**src/rtl/offset14_to_float32.sv**
```systemverilog
// offset14_to_float32: 14-bit offset-binary ADC code -> IEEE-754 float32 over a 3-stage valid/ready pipeline.
// Define OFFSET14_TO_FLOAT32_NORM_SCALE_EN to scale the output by 2^-13 (full scale maps to [-1.0, +1.0)).
module offset14_to_float32 #(
  parameter int OFFSET = 8192
) (
  input  logic        aclk,
  input  logic        aresetn,
  input  logic [13:0] s_axis_tdata,
  input  logic        s_axis_tvalid,
  output logic        s_axis_tready,
  output logic [31:0] m_axis_tdata,
  output logic        m_axis_tvalid,
  input  logic        m_axis_tready
);

  localparam int DATA_W = 14;
  localparam logic signed [DATA_W:0] OFFSET_S = OFFSET[DATA_W:0];
`ifdef OFFSET14_TO_FLOAT32_NORM_SCALE_EN
  localparam logic [8:0] EXP_BIAS = 9'd127;
`else
  localparam logic [8:0] EXP_BIAS = 9'd140;
`endif

  // |d| always fits in DATA_W bits because d is bounded by +/-16383
  function automatic logic [DATA_W-1:0] abs_mag(input logic signed [DATA_W:0] d);
    return d[DATA_W] ? DATA_W'(-d) : d[DATA_W-1:0];
  endfunction

  function automatic logic [3:0] lzc14(input logic [DATA_W-1:0] v);
    logic [3:0] n;
    logic       hit;
    n   = 4'd0;
    hit = 1'b0;
    for (int i = DATA_W - 1; i >= 0; i--) begin
      if (v[i]) hit = 1'b1;
      else if (!hit) n = n + 4'd1;
    end
    return n;
  endfunction

  // nm[13] is the hidden bit; it is clear only when the magnitude was zero
  function automatic logic [31:0] pack(input logic sign, input logic [3:0] lz,
                                       input logic [DATA_W-1:0] nm, input logic zero);
    logic [8:0]  e9;
    logic [7:0]  e8;
    logic [31:0] f;
    e9 = EXP_BIAS - {5'd0, lz};
    e8 = (e9 > 9'd255) ? 8'hFF : e9[7:0];
    if (zero || !nm[DATA_W-1]) f = 32'h0000_0000;
    else                       f = {sign, e8, nm[DATA_W-2:0], 10'd0};
    return f;
  endfunction

  logic                     ce;
  logic signed [DATA_W:0]   d_s0;
  logic [3:0]               lz_s1;
  logic [DATA_W-1:0]        nm_s1;

  logic                     vld_p0, vld_p1, vld_p2;
  logic                     sign_p0, zero_p0;
  logic [DATA_W-1:0]        mag_p0;
  logic                     sign_p1, zero_p1;
  logic [3:0]               lz_p1;
  logic [DATA_W-1:0]        nm_p1;
  logic [31:0]              data_p2;

  assign ce            = m_axis_tready | ~vld_p2;
  assign s_axis_tready = ce;
  assign d_s0          = $signed({1'b0, s_axis_tdata}) - OFFSET_S;
  assign lz_s1         = lzc14(mag_p0);
  assign nm_s1         = mag_p0 << lz_s1;

  // Stage 1: offset removal, sign/magnitude split
  always_ff @(posedge aclk or negedge aresetn) begin
    if (!aresetn) begin
      vld_p0  <= 1'b0;
      sign_p0 <= 1'b0;
      zero_p0 <= 1'b0;
      mag_p0  <= '0;
    end else if (ce) begin
      vld_p0  <= s_axis_tvalid;
      sign_p0 <= d_s0[DATA_W];
      zero_p0 <= (d_s0 == '0);
      mag_p0  <= abs_mag(d_s0);
    end
  end

  // Stage 2: normalize
  always_ff @(posedge aclk or negedge aresetn) begin
    if (!aresetn) begin
      vld_p1  <= 1'b0;
      sign_p1 <= 1'b0;
      zero_p1 <= 1'b0;
      lz_p1   <= '0;
      nm_p1   <= '0;
    end else if (ce) begin
      vld_p1  <= vld_p0;
      sign_p1 <= sign_p0;
      zero_p1 <= zero_p0;
      lz_p1   <= lz_s1;
      nm_p1   <= nm_s1;
    end
  end

  // Stage 3: pack sign/exponent/fraction
  always_ff @(posedge aclk or negedge aresetn) begin
    if (!aresetn) begin
      vld_p2  <= 1'b0;
      data_p2 <= 32'h0000_0000;
    end else if (ce) begin
      vld_p2  <= vld_p1;
      data_p2 <= pack(sign_p1, lz_p1, nm_p1, zero_p1);
    end
  end

  assign m_axis_tvalid = vld_p2;
  assign m_axis_tdata  = data_p2;

endmodule

```
**config.mk**
```make
export PLATFORM = sky130hd
export DESIGN_NAME = offset14_to_float32
export DESIGN_NICKNAME = d
export VERILOG_FILES = /design/src/rtl/offset14_to_float32.sv
export SDC_FILE = /design/constraint.sdc
export NUM_CORES = 1
export LEC_CHECK = 0
export ABC_AREA = 1
export ABC_CLOCK_PERIOD_IN_PS = 5900
export CAP_MARGIN = 0
export CORE_MARGIN = 2
export CORE_UTILIZATION = 45
export CTS_CLUSTER_DIAMETER = 60
export DETAILED_ROUTE_END_ITERATION = 10
export PLACE_DENSITY_LB_ADDON = 0.2
export SYNTH_ARGS = -nofsm -noshare
export SYNTH_HDL_FRONTEND = slang
export SYNTH_SLANG_ARGS = --single-unit
```
**constraint.sdc**
```tcl
create_clock -name aclk -period 5.9 [get_ports aclk]
set_input_delay 1.18 -clock aclk [delete_from_list [all_inputs] [get_ports aclk]]
set_output_delay 1.18 -clock aclk [all_outputs]
set_load 0.02 [all_outputs]
```
---- Yosys cells after proc, flatten, opt, wreduce, memory -nomap -nowiden ----
Index checks and enable logic that the tools add are counted.
storage, ports and cells
  flip-flop bits (word level) ............. 71
  input bits .............................. 18
  logic and storage cells ................. 77
operators by class
  bitwise logic cells ..................... 2
  muxes and demuxes ....................... 43
  add/sub/neg operators ................... 16
  reductions and logical operators ........ 3
  magnitude comparators ................... 1
  shifts and indexed selects .............. 1
operators with widths
  operator                                                               count
  4-bit two-way mux                                                      26
  4-bit by 1-bit adder with 4-bit output, second input constant          13
  32-bit two-way mux                                                     1
  15-bit zero test                                                       1
  14-bit by 14-bit subtractor with 15-bit output, second input constant  1
  1-bit two-way mux                                                      14
  14-bit two-way mux                                                     1
  14-bit negator                                                         1
  14-bit by 4-bit << shifter with 14-bit output                          1
  9-bit by 8-bit > comparator with 1-bit output, second input constant   1
  8-bit by 4-bit subtractor with 9-bit output, first input constant      1
  8-bit two-way mux                                                      1
  1-bit zero test                                                        1
  1-bit logical OR                                                       1
  1-bit NOT                                                              1
  1-bit OR                                                               1

---- Longest topological paths before layout ----
Gate-level depths: netlist of the first run.
  depth after elaboration ................. 41
  mapped depth ............................ 46
  mapped depth without buffers ............ 45

---- Worst setup path after synthesis of the first run ----
Ideal clock, no wire load.
  kind .................................... flip-flop to flip-flop
  start point ............................. reg mag_p0[11]
  end point ............................... reg nm_p1[12]
  path slack .............................. 0.671 ns
  period minus slack after synthesis ...... 5.229 ns
  stages on the path, launching flop included .. 43
  required time ........................... 5.775 ns
  library setup time ...................... 0.125 ns
  arrival time ............................ 5.104 ns
  path through ............................ dfrtp_1 -> nor2_1 -> inv_1 -> o21ai_0 -> ha_1 -> inv_1 -> nor2_1 -> nand2_1 -> nand2_1 -> ha_1 -> nand2_1 -> nand2_1 -> nand2_1 -> nand2_1 -> nand2_1 -> nand2_1 -> ha_1 -> nand3_1 -> (+7 left out) -> a21oi_1 -> nand4_1 -> nand3_1 -> nand2_1 -> ha_1 -> o21ai_0 -> inv_1 -> ha_1 -> nor3_2 -> a31oi_2 -> nand2_2 -> buf_6 -> nand2_1 -> nand2_1 -> nand3_1 -> nand2_1 -> nand2_1 -> nand3_1
between the ends
  longest elaborated chain between the ends .. 35
RTL lines
  element                                          line  RTL
  from (decl)                                      61    logic [DATA_W-1:0] mag_p0;
  from (signal assigned)                           84    mag_p0 <= abs_mag(d_s0);
  4-bit two-way mux                                35    if (v[i]) hit = 1'b1;
  4-bit by 1-bit adder with 4-bit output           36    else if (!hit) n = n + 4'd1;
  4-bit two-way mux                                36
  4-bit two-way mux                                35
  4-bit by 1-bit adder with 4-bit output           36
  4-bit two-way mux                                36
  4-bit two-way mux                                35
  4-bit by 1-bit adder with 4-bit output           36
  (+19 left out)                                   -
  4-bit two-way mux                                35
  4-bit by 1-bit adder with 4-bit output           36
  4-bit two-way mux                                36
  4-bit two-way mux                                35
  4-bit by 1-bit adder with 4-bit output           36
  4-bit two-way mux                                36
  4-bit two-way mux                                35
  14-bit by 4-bit << shifter with 14-bit output *  71    assign nm_s1 = mag_p0 << lz_s1;
  to (signal assigned)                             101   nm_p1 <= nm_s1;
  to (decl)                                        64    logic [DATA_W-1:0] nm_p1;
Mark *: on every way between the ends. The rest lies on a longest branch, timed or not.
A chain may end at the register's enable or synchronous reset.

---- Final worst setup path of the first run ----
Ends and elaborated chain as after synthesis.

==> out/metrics.csv, run 1 <==
metric,value,unit
"Top FF cell, synth",dfrtp_1,
Critical Path RT,6.12,ns
YS warnings,0,
initial DRC count,223,
# IOs,52,
CTS Buf Count,9,
Worst path max stage delay,0.45,ns
Async SR Flop Fraction,100.0,%
Period minus WS final,5.559,ns
area delta synth->final,18.57,%
crit share post-route,94.22,%
Via-to-Cell Ratio,5.132,
worst-margin pin slew,0.7440,ns
"Buf+Inv Stages, Crit Path",3,
GRT Total Usage,19.37,%
share of cells above drive strength 1,13.72,%
Leak Pwr,2.419,nW
Seq cells post-synth,60,
initial core utilization,46.75,%
H-tree levels,3,
Port Buffers,41,
status,"complete, no violations",
mapped cell area,4116,um2
Final Non-Filler Cells,742,
"top cells by area, synth","dfrtp_1 36%, nand2_1 16%, nand3_1 8.4%",
startpoint types,flip-flop,
vias in the first global route,3558,
cell taking the most area after synthesis,dfrtp_1,
Final Total Pwr,0.002343,W
CTS tree,yes,
Detailed Route WL,9.235,mm
Setup CP Type,flip-flop to flip-flop,
sw frac,46.96,%
crit end category,flip-flop,
Final ANT Viol Nets,0,
Net Sw Power,0.001100,W
nets,659,
DR pass1 iterations,4,
FP Rows,34,
Seq pwr share,28.6,%
Cell variety after synth,40,
Die X,99.65,um
CP top delay family,simple AND/OR/NAND/NOR gates,
clock share of power,15.8,%
Post-synth EDFFs,0,
"leading cell types in the layout, fill and taps excluded","178 x nand2_1, 67 x nand3_1, 65 x inv_1",
internal power,0.001243,W
DP HPWL,6.880,mm
die footprint,9929,um2
WP data arrival,5.78,ns
Vias,3808,
Comb pwr share,55.5,%
largest net degree at the start of global routing,66,
Yosys top cell area share,36.47,%
"Seq/Total Area, Yosys",36.47,%
"most common cell after layout, fill and taps aside",nand2_1,
maxcap violations,0,
"CTS clk-pin slew, worst paths",0.07,ns
CTS Hold Bufs,0,
Final Wtd Congestion,0.8145,
CP most frequent cell,nand2_1,
power density over cell area,480.0,nW/um2
setup violators final,0,
critical path's slowest cell,dfrtp_2,
clk root buf,clkbuf_8,
Fin. Hold Viols,0,
GRT overflow,0,
Max Clk Rate,0.1799,GHz
global-route wire length before repair,15.98,mm
HP Class,flip-flop to flip-flop,
Mapped Cells,586,
worst-skew pair later-pin latency,0.33,ns
crit-path max FO,8,
antenna violations before repair,0,
Core Region,8806,um2
clock skew,0.007574,ns
Residual DRC,0,
Ant. Diodes,0,
"Slew Viols, Final",0,
VDD IR-drop max,219.9,uV
dpl cells,721,
Avg Synthesized Cell Area,7.025,um2
die height,99.65,um
Slew HR,50.40,%
CTS sink cnt,60,
Routed WL per cell,12.45,um
Bufs on Longest Clock Path,2,
-- final timing paths --
kind	start	to	slack [ns]	depth (start not counted)
min in group asynchronous	aresetn	m_axis_tdata[24]	0.98	2
min	vld_p1	m_axis_tvalid	0.46	2
max in group asynchronous	aresetn	mag_p0[13]	4.36	2
max	mag_p0[11]	nm_p1[12]	0.34	35
min reg2reg	vld_p1	m_axis_tvalid	0.46	2
max reg2reg	mag_p0[11]	nm_p1[12]	0.34	35
-- worst min-delay path, delay by kind of cell, from the launching register on --
kind                   cells  cell delay, ns
buffers and inverters      1            0.05
DFF                        1            0.33
and+or+nand+nor            1            0.05
-- area by class of cell --
type	instances	area (um2)
Fill cell	855	3925
Tap cell	108	135.1
Multi-Input combinational cell	434	2293
Clock inverter	7	76.32
Clock buffer	9	123.9
Sequential cell	60	1504
Timing Repair Buffer	48	457.9
Inverter	76	290.3
-- what timing repair did --
action | in CTS | in global routing
gates cloned | 0 | 1
pin swaps | 0 | 4
setup buffers | 0 | 4
gates resized for setup | 2 | 24
endpoints found under the setup margin | 8 | 14
-- Yosys cell counts, types with 9 or more instances --
library cell  number
inv_1             67
ha_1              12
nand2_1          180
clkbuf_1          12
nand3_1           69
o21ai_0           53
nor2_1            22
nand2_2            9
buf_4             11
xor2_1             9
dfrtp_1           60
-- sequential cells by signal, indices dropped and copies added (netlist names) --
| name | count |
|---|---|
| vld_p0 | 1 |
| m_axis_tdata | 21 |
| zero_p1 | 1 |
| sign_p1 | 1 |
| vld_p1 | 1 |
| zero_p0 | 1 |
| m_axis_tvalid | 1 |
| lz_p1 | 4 |
| nm_p1 | 14 |
| sign_p0 | 1 |
| mag_p0 | 14 |
-- logic make-up (layout without fill, tap and decap cells) --
family	Yosys count	after routing	share of synthesized area (%)
XOR/XNOR	13	13	2.766
AND/OR/NAND/NOR	314	315	34.89
adder cells (fa/ha/maj)	12	12	3.647
flip-flops	60	60	36.47
AO/OA/AOI/OAI	84	84	11.55
other	1	10	0.09110
buffers and inverters	102	140	10.58
-- through the flow --
step | setup TNS (ns) | util [%] | cell area, um2 | hold WS [ns] | setup WS [ns]
3_3_place_gp | 0 | 51.93 | 4573 | 0.4389 | 0.2181
5_1_grt | -0.4396 | 55.43 | 4881 | 0.5029 | -0.06722
6_report | 0 | 55.43 | 4881 | 0.4609 | 0.3409
4_1_cts | 0 | 54.36 | 4787 | 0.4664 | 0.02973
2_1_floorplan | 0 | - | 4150 | 0.4198 | 0.6708
3_5_place_dp | -0.1678 | 51.93 | 4573 | 0.4442 | -0.07524
-- layer usage --
metal / part of all wire [%] / global-route usage [%]
met5: 0 / 0
met4: 1.0 / 4.847
met3: 2.8 / 2.600
met2: 48 / 32.43
met1: 49 / 26.63
-- power groups by stage --
stage	Clock, W	Combinational, W	Sequential [W]
after CTS	0.000381	0.00124	0.000670
after global placement	0	0.00121	0.000671
after floorplan	0	0.000816	0.000728
final	0.000371	0.00130	0.000671
after global routing	0.000400	0.00148	0.000692
after detailed placement	0	0.00122	0.000678
Power figures use the tool's default switching activity.
==> inputs of run 2 (changes only) <==
GPL_ROUTABILITY_DRIVEN = 0   (was unset)
==> run 2 against run 1 <==
  * Clock power rose by 2%
  * First-iteration DRC count is 17% higher
  * Utilization grew 0.20 points
  * Sequential share of layout area shrank 0.11 points
  * Largest cell class unchanged
  * Critical path type unchanged
  * Power increased by 0.77%
  * Highest routed layer unchanged
  * Critical endpoint is now nm_p1[3]
==> out/metrics.csv, run 2 (synthesis gave the netlist of run 1 again) <==
metric,value,unit,change
Critical Path RT,6.11,ns,was 6.12 ns
initial DRC count,260,,was 223
DP HPWL,6.947,mm,was 6.880 mm
setup violators final,0,,unchanged
Setup crit start,mag_p0[11],,unchanged
clk root buf,clkbuf_8,,unchanged
worst r2r path cells,37,,was 35
Via-to-Cell Ratio,5.219,,was 5.132
maxcap violations,0,,unchanged
Detailed Route WL,9.497,mm,was 9.235 mm
WP data arrival,5.75,ns,was 5.78 ns
clock skew,0.009049,ns,was 0.007574 ns
dpl cells,721,,unchanged
CTS Buf Count,9,,unchanged
Vias,3878,,was 3808
worst-margin pin slew,0.7512,ns,was 0.7440 ns
Final ANT Viol Nets,0,,unchanged
VDD IR-drop max,241.1,uV,was 219.9 uV
area of the multi-input gates,2312,um2,was 2293 um2
crit-path max FO,6,,was 8
Final WS setup,0.3677,ns,was 0.3409 ns
nets,660,,was 659
# IOs,52,,unchanged
HP Class,flip-flop to flip-flop,,unchanged
initial core utilization,46.75,%,unchanged
GRT Total Usage,19.47,%,was 19.37%
Max Clk Rate,0.1808,GHz,was 0.1799 GHz
Storage cell area,1504,um2,unchanged
Fin. Hold Viols,0,,unchanged
startpoint types,flip-flop,,unchanged
critical path's slowest cell,dfrtp_2,,unchanged
CTS tree,yes,,unchanged
max FFs per register,21,,unchanged
Port Buffers,41,,unchanged
antenna violations before repair,0,,unchanged
Leak Pwr,2.416,nW,was 2.419 nW
crit end category,flip-flop,,unchanged
Critical R2R Launch,mag_p0[11],,unchanged
largest net degree at the start of global routing,65,,was 66
R2R setup slack,0.37,ns,was 0.34 ns
Comb pwr share,55.5,%,about the same
status,"complete, no violations",,unchanged
power density over cell area,482.0,nW/um2,was 480.0 nW/um2
GRT overflow,0,,unchanged
Fill cells,845,,was 855
worst-skew pair later-pin latency,0.34,ns,was 0.33 ns
"most common cell after layout, fill and taps aside",nand2_1,,unchanged
Ant. Diodes,0,,unchanged
internal power,0.001247,W,was 0.001243 W
global-route wire length before repair,15.93,mm,was 15.98 mm
"leading cell types in the layout, fill and taps excluded","178 x nand2_1, 68 x nand3_1, 66 x inv_1",,"was 178 x nand2_1, 67 x nand3_1, 65 x inv_1"
routed length on met2,4.489,mm,was 4.387 mm
Bufs on Longest Clock Path,2,,unchanged
die height,99.65,um,unchanged
Top Layer Used,met4,,unchanged
Residual DRC,0,,unchanged
FP Rows,34,,unchanged
CTS sink cnt,60,,unchanged
metal3 WL,416,um,was 260 um
clock share of power,16.0,%,was 15.8%
DR pass1 iterations,5,,was 4
Net Sw Power,0.001114,W,was 0.001100 W
area delta synth->final,19.00,%,was 18.57%
Reg-to-Reg End,nm_p1[3],,was nm_p1[12]
CP most frequent cell,nand2_1,,unchanged
crit share post-route,93.77,%,was 94.22%
Period minus WS final,5.532,ns,was 5.559 ns
dpl ws,0.02467,ns,was -0.07524 ns
"Slew Viols, Final",0,,unchanged
Finished Cell Area,4898,um2,was 4881 um2
vias in the first global route,3508,,was 3558
"Cell Area, Placed",4573,um2,unchanged
Final Non-Filler Cells,743,,was 742
Setup CP Type,flip-flop to flip-flop,,unchanged
"CTS clk-pin slew, worst paths",0.07,ns,about the same
metal1 wirelength,4.474,mm,was 4.492 mm
Die X,99.65,um,unchanged
Core Region,8806,um2,unchanged
Seq pwr share,28.5,%,was 28.6%
Routed WL per cell,12.78,um,was 12.45 um
sw frac,47.18,%,was 46.96%
die footprint,9929,um2,unchanged
CP endpoint,nm_p1[3],,was nm_p1[12]
Worst path max stage delay,0.45,ns,about the same
H-tree levels,3,,unchanged
share of cells above drive strength 1,13.23,%,was 13.72%
Slew HR,49.92,%,was 50.40%
[run 2: area by class of cell]
| class | count | area share (%) |
|---|---|---|
| multi-input combinational | 435 | 47.20 |
| sequential | 60 | 30.70 |
| timing repair buffer | 48 | 9.349 |
| inverter | 76 | 5.926 |
| tap | 108 | 2.759 |
| clock buffer | 9 | 2.529 |
| clock inverter | 7 | 1.533 |
[run 2: stage by stage]
| stage | TNS [ns] | util, % | hold WS, ns | total power (W) |
|---|---|---|---|---|
| finish | 0 | 55.63 | 0.4597 | 0.002361 |
| global route | -2.079 | 55.63 | 0.5039 | 0.002579 |
| CTS | 0 | 54.29 | 0.4659 | 0.002280 |
| detailed placement | 0 | 51.93 | 0.4471 | 0.001895 |
| global placement | 0 | 51.93 | 0.4414 | 0.001876 |
| floorplan | 0 | - | 0.4198 | 0.001544 |
[run 2: worst min path at each step]
stage          startpoint            end  slack, ns  cells after the start
3_5_place_dp       vld_p1  m_axis_tvalid       0.45                      2
4_1_cts            vld_p1  m_axis_tvalid       0.47                      2
3_3_place_gp       vld_p1  m_axis_tvalid       0.44                      2
2_1_floorplan      vld_p1  m_axis_tvalid       0.42                      2
5_1_grt            vld_p1  m_axis_tvalid       0.50                      2
6_report           vld_p1  m_axis_tvalid       0.46                      2
[run 2: critical path, delay by kind of cell, from the launching register on]
family	cells	cell delay [ns]
AOI/OAI and AO/OA	7	1.14
adders and majority gates	6	1.76
buffers and inverters	4	0.31
DFF	1	0.45
and+or+nand+nor	20	1.75
[run 2: timing repair]
item,CTS,global route
buffers inserted,0,4
resized for setup,1,22
pin swaps,0,3
hold buffers,0,0
cloned,0,2
endpoints found under the setup margin,1,15
[run 2: power groups by stage]
| stage | sequential (W) | combinational (W) | clock, W |
|---|---|---|---|
| 2_1_floorplan | 0.000728 | 0.000816 | 0 |
| 3_3_place_gp | 0.000671 | 0.00120 | 0 |
| 3_5_place_dp | 0.000677 | 0.00122 | 0 |
| 4_1_cts | 0.000671 | 0.00123 | 0.000382 |
| 5_1_grt | 0.000695 | 0.00148 | 0.000402 |
| 6_report | 0.000673 | 0.00131 | 0.000377 |
[run 2: layer usage]
metal	GRT usage (%)	up-vias
met4	5.479	0
li1	-	1964
met5	0	-
met2	32.12	109
met1	26.81	1791
met3	2.811	14
==> inputs of run 3 (changes only) <==
MAX_ROUTING_LAYER = met4   (was unset)
==> run 3 against run 2 <==
  * Via count grew 0.70%
  * Maximum frequency shrank 0.54%
  * Register-to-register slack lost 0.03 ns
  * Count of clock-buffer cells in the layout is the same
  * Power grew 0.13%
  * Flip-flop and latch count is the same
  * Combinational power is essentially flat
  * Sequential share of layout area is the same
  * Die area is the same
  * Sequential power is essentially flat
  * Non-clock buffer count is the same
  * Largest power group unchanged
==> out/metrics.csv, run 3 (synthesis gave the netlist of run 1 again) <==
metric,value,unit,change
HP Class,flip-flop to flip-flop,,unchanged
initial DRC count,211,,was 260
startpoint types,flip-flop,,unchanged
"Slew Viols, Final",0,,unchanged
FP Rows,34,,unchanged
dpl ws,0.02467,ns,unchanged
sw frac,47.24,%,was 47.18%
Residual DRC,0,,unchanged
hold path start,vld_p1,,unchanged
CP most frequent cell,nand2_1,,unchanged
"leading cell types in the layout, fill and taps excluded","178 x nand2_1, 68 x nand3_1, 66 x inv_1",,unchanged
clock skew,0.009622,ns,was 0.009049 ns
largest net degree at the start of global routing,65,,unchanged
Net Sw Power,0.001117,W,was 0.001114 W
# IOs,52,,unchanged
vias in the first global route,3505,,was 3508
Leak Pwr,2.416,nW,unchanged
area of the multi-input gates,2312,um2,unchanged
Core Region,8806,um2,unchanged
dpl cells,721,,unchanged
WHS,0.4602,ns,was 0.4597 ns
CTS tree,yes,,unchanged
R2R setup slack,0.34,ns,was 0.37 ns
share of cells above drive strength 1,13.23,%,unchanged
Setup CP Type,flip-flop to flip-flop,,unchanged
status,"complete, no violations",,unchanged
DR pass1 iterations,5,,unchanged
die footprint,9929,um2,unchanged
Reg-to-Reg End,nm_p1[3],,unchanged
Period minus WS final,5.563,ns,was 5.532 ns
Comb pwr share,55.6,%,was 55.5%
WP data arrival,5.77,ns,was 5.75 ns
"most common cell after layout, fill and taps aside",nand2_1,,unchanged
Fin. Hold Viols,0,,unchanged
global-route wire length before repair,15.95,mm,was 15.93 mm
internal power,0.001247,W,about the same
critical path's slowest cell,dfrtp_2,,unchanged
power density over cell area,482.6,nW/um2,was 482.0 nW/um2
Die X,99.65,um,unchanged
worst-skew pair later-pin latency,0.34,ns,about the same
Slew HR,50.18,%,was 49.92%
area delta synth->final,19.00,%,unchanged
Fill cells,845,,unchanged
hold path depth,2,,unchanged
CTS Buf Count,9,,unchanged
Storage cell area,1504,um2,unchanged
Bufs on Longest Clock Path,2,,unchanged
H-tree levels,3,,unchanged
Port Buffers,41,,unchanged
Via-to-Cell Ratio,5.256,,was 5.219
Max Clk Rate,0.1798,GHz,was 0.1808 GHz
clock share of power,15.9,%,was 16.0%
worst-margin pin slew,0.7474,ns,was 0.7512 ns
Critical R2R Launch,mag_p0[11],,unchanged
GRT overflow,0,,unchanged
crit-path max FO,6,,unchanged
Routed WL per cell,12.79,um,was 12.78 um
Final WS setup,0.3374,ns,was 0.3677 ns
VDD IR-drop max,240.9,uV,was 241.1 uV
worst r2r path cells,37,,unchanged
Seq pwr share,28.5,%,about the same
Vias,3905,,was 3878
WHS Endpoint,m_axis_tvalid,,unchanged
die height,99.65,um,unchanged
Ant. Diodes,0,,unchanged
Detailed Route WL,9.503,mm,was 9.497 mm
crit share post-route,94.28,%,was 93.77%
GRT Total Usage,20.08,%,was 19.47%
Final Non-Filler Cells,743,,unchanged
initial core utilization,46.75,%,unchanged
Final Total Pwr,0.002364,W,was 0.002361 W
CTS sink cnt,60,,unchanged
maxcap violations,0,,unchanged
Critical Path RT,6.11,ns,about the same
Final ANT Viol Nets,0,,unchanged
setup violators final,0,,unchanged
"CTS clk-pin slew, worst paths",0.07,ns,about the same
nets,660,,unchanged
clk root buf,clkbuf_8,,unchanged
max FFs per register,21,,unchanged
antenna violations before repair,0,,unchanged
crit end category,flip-flop,,unchanged
DP HPWL,6.947,mm,unchanged
Worst path max stage delay,0.45,ns,about the same
==> run 3: routing by layer <==
| layer | track usage, % | share of wire, % | up-vias |
|---|---|---|---|
| li1 | - | - | 1961 |
| met2 | 32.12 | 47 | 107 |
| met3 | 3.233 | 4.1 | 14 |
| met4 | 5.163 | 1.1 | 0 |
| met5 | - | 0 | - |
| met1 | 26.76 | 48 | 1823 |
==> run 3: final cells by class <==
type	count	share of cell area (%)
inverters	76	5.926
clock buffers	9	2.529
multi-input cells	435	47.20
well taps	108	2.759
repair buffers	48	9.349
clock inverters	7	1.533
flip-flops and latches	60	30.70
==> run 3: metrics by stage <==
| step | TNS, ns | area (um2) | util [%] |
|---|---|---|---|
| CTS | 0 | 4781 | 54.29 |
| global route | -2.079 | 4898 | 55.63 |
| global placement | 0 | 4573 | 51.93 |
| finish | 0 | 4898 | 55.63 |
| detailed placement | 0 | 4573 | 51.93 |
| floorplan | 0 | 4150 | - |
==> run 3: worst max path at each step <==
stage,from,slack [ns],end,cells after the start
floorplan,mag_p0[11],0.67,nm_p1[12],42
global placement,mag_p0[11],0.22,nm_p1[3],41
detailed placement,mag_p0[11],0.02,nm_p1[3],43
CTS,mag_p0[11],0.04,nm_p1[3],42
global route,mag_p0[10],-0.19,nm_p1[12],44
finish,mag_p0[11],0.34,nm_p1[3],37
==> run 3: power groups by stage <==
stage	registers (W)	logic (W)	clock network [W]
floorplan	0.000728	0.000816	0
global placement	0.000671	0.00120	0
detailed placement	0.000677	0.00122	0
CTS	0.000671	0.00123	0.000382
global route	0.000695	0.00148	0.000403
finish	0.000673	0.00131	0.000377
==> run 3: repair_timing <==
item	4_1_cts	5_1_grt
cloned	0	2
hold buffers	0	0
pin swaps	0	3
setup buffers	0	4
endpoints found under the setup margin	1	15
gates resized for setup	1	22
==> run 3: worst max-delay path: cells and delay by family, from the launching register on <==
kind,cells,cell delay (ns)
buffers and inverters,4,0.31
and+or+nand+nor,20,1.76
AOI/OAI and AO/OA,7,1.16
adders and majority gates,6,1.76
DFF,1,0.45
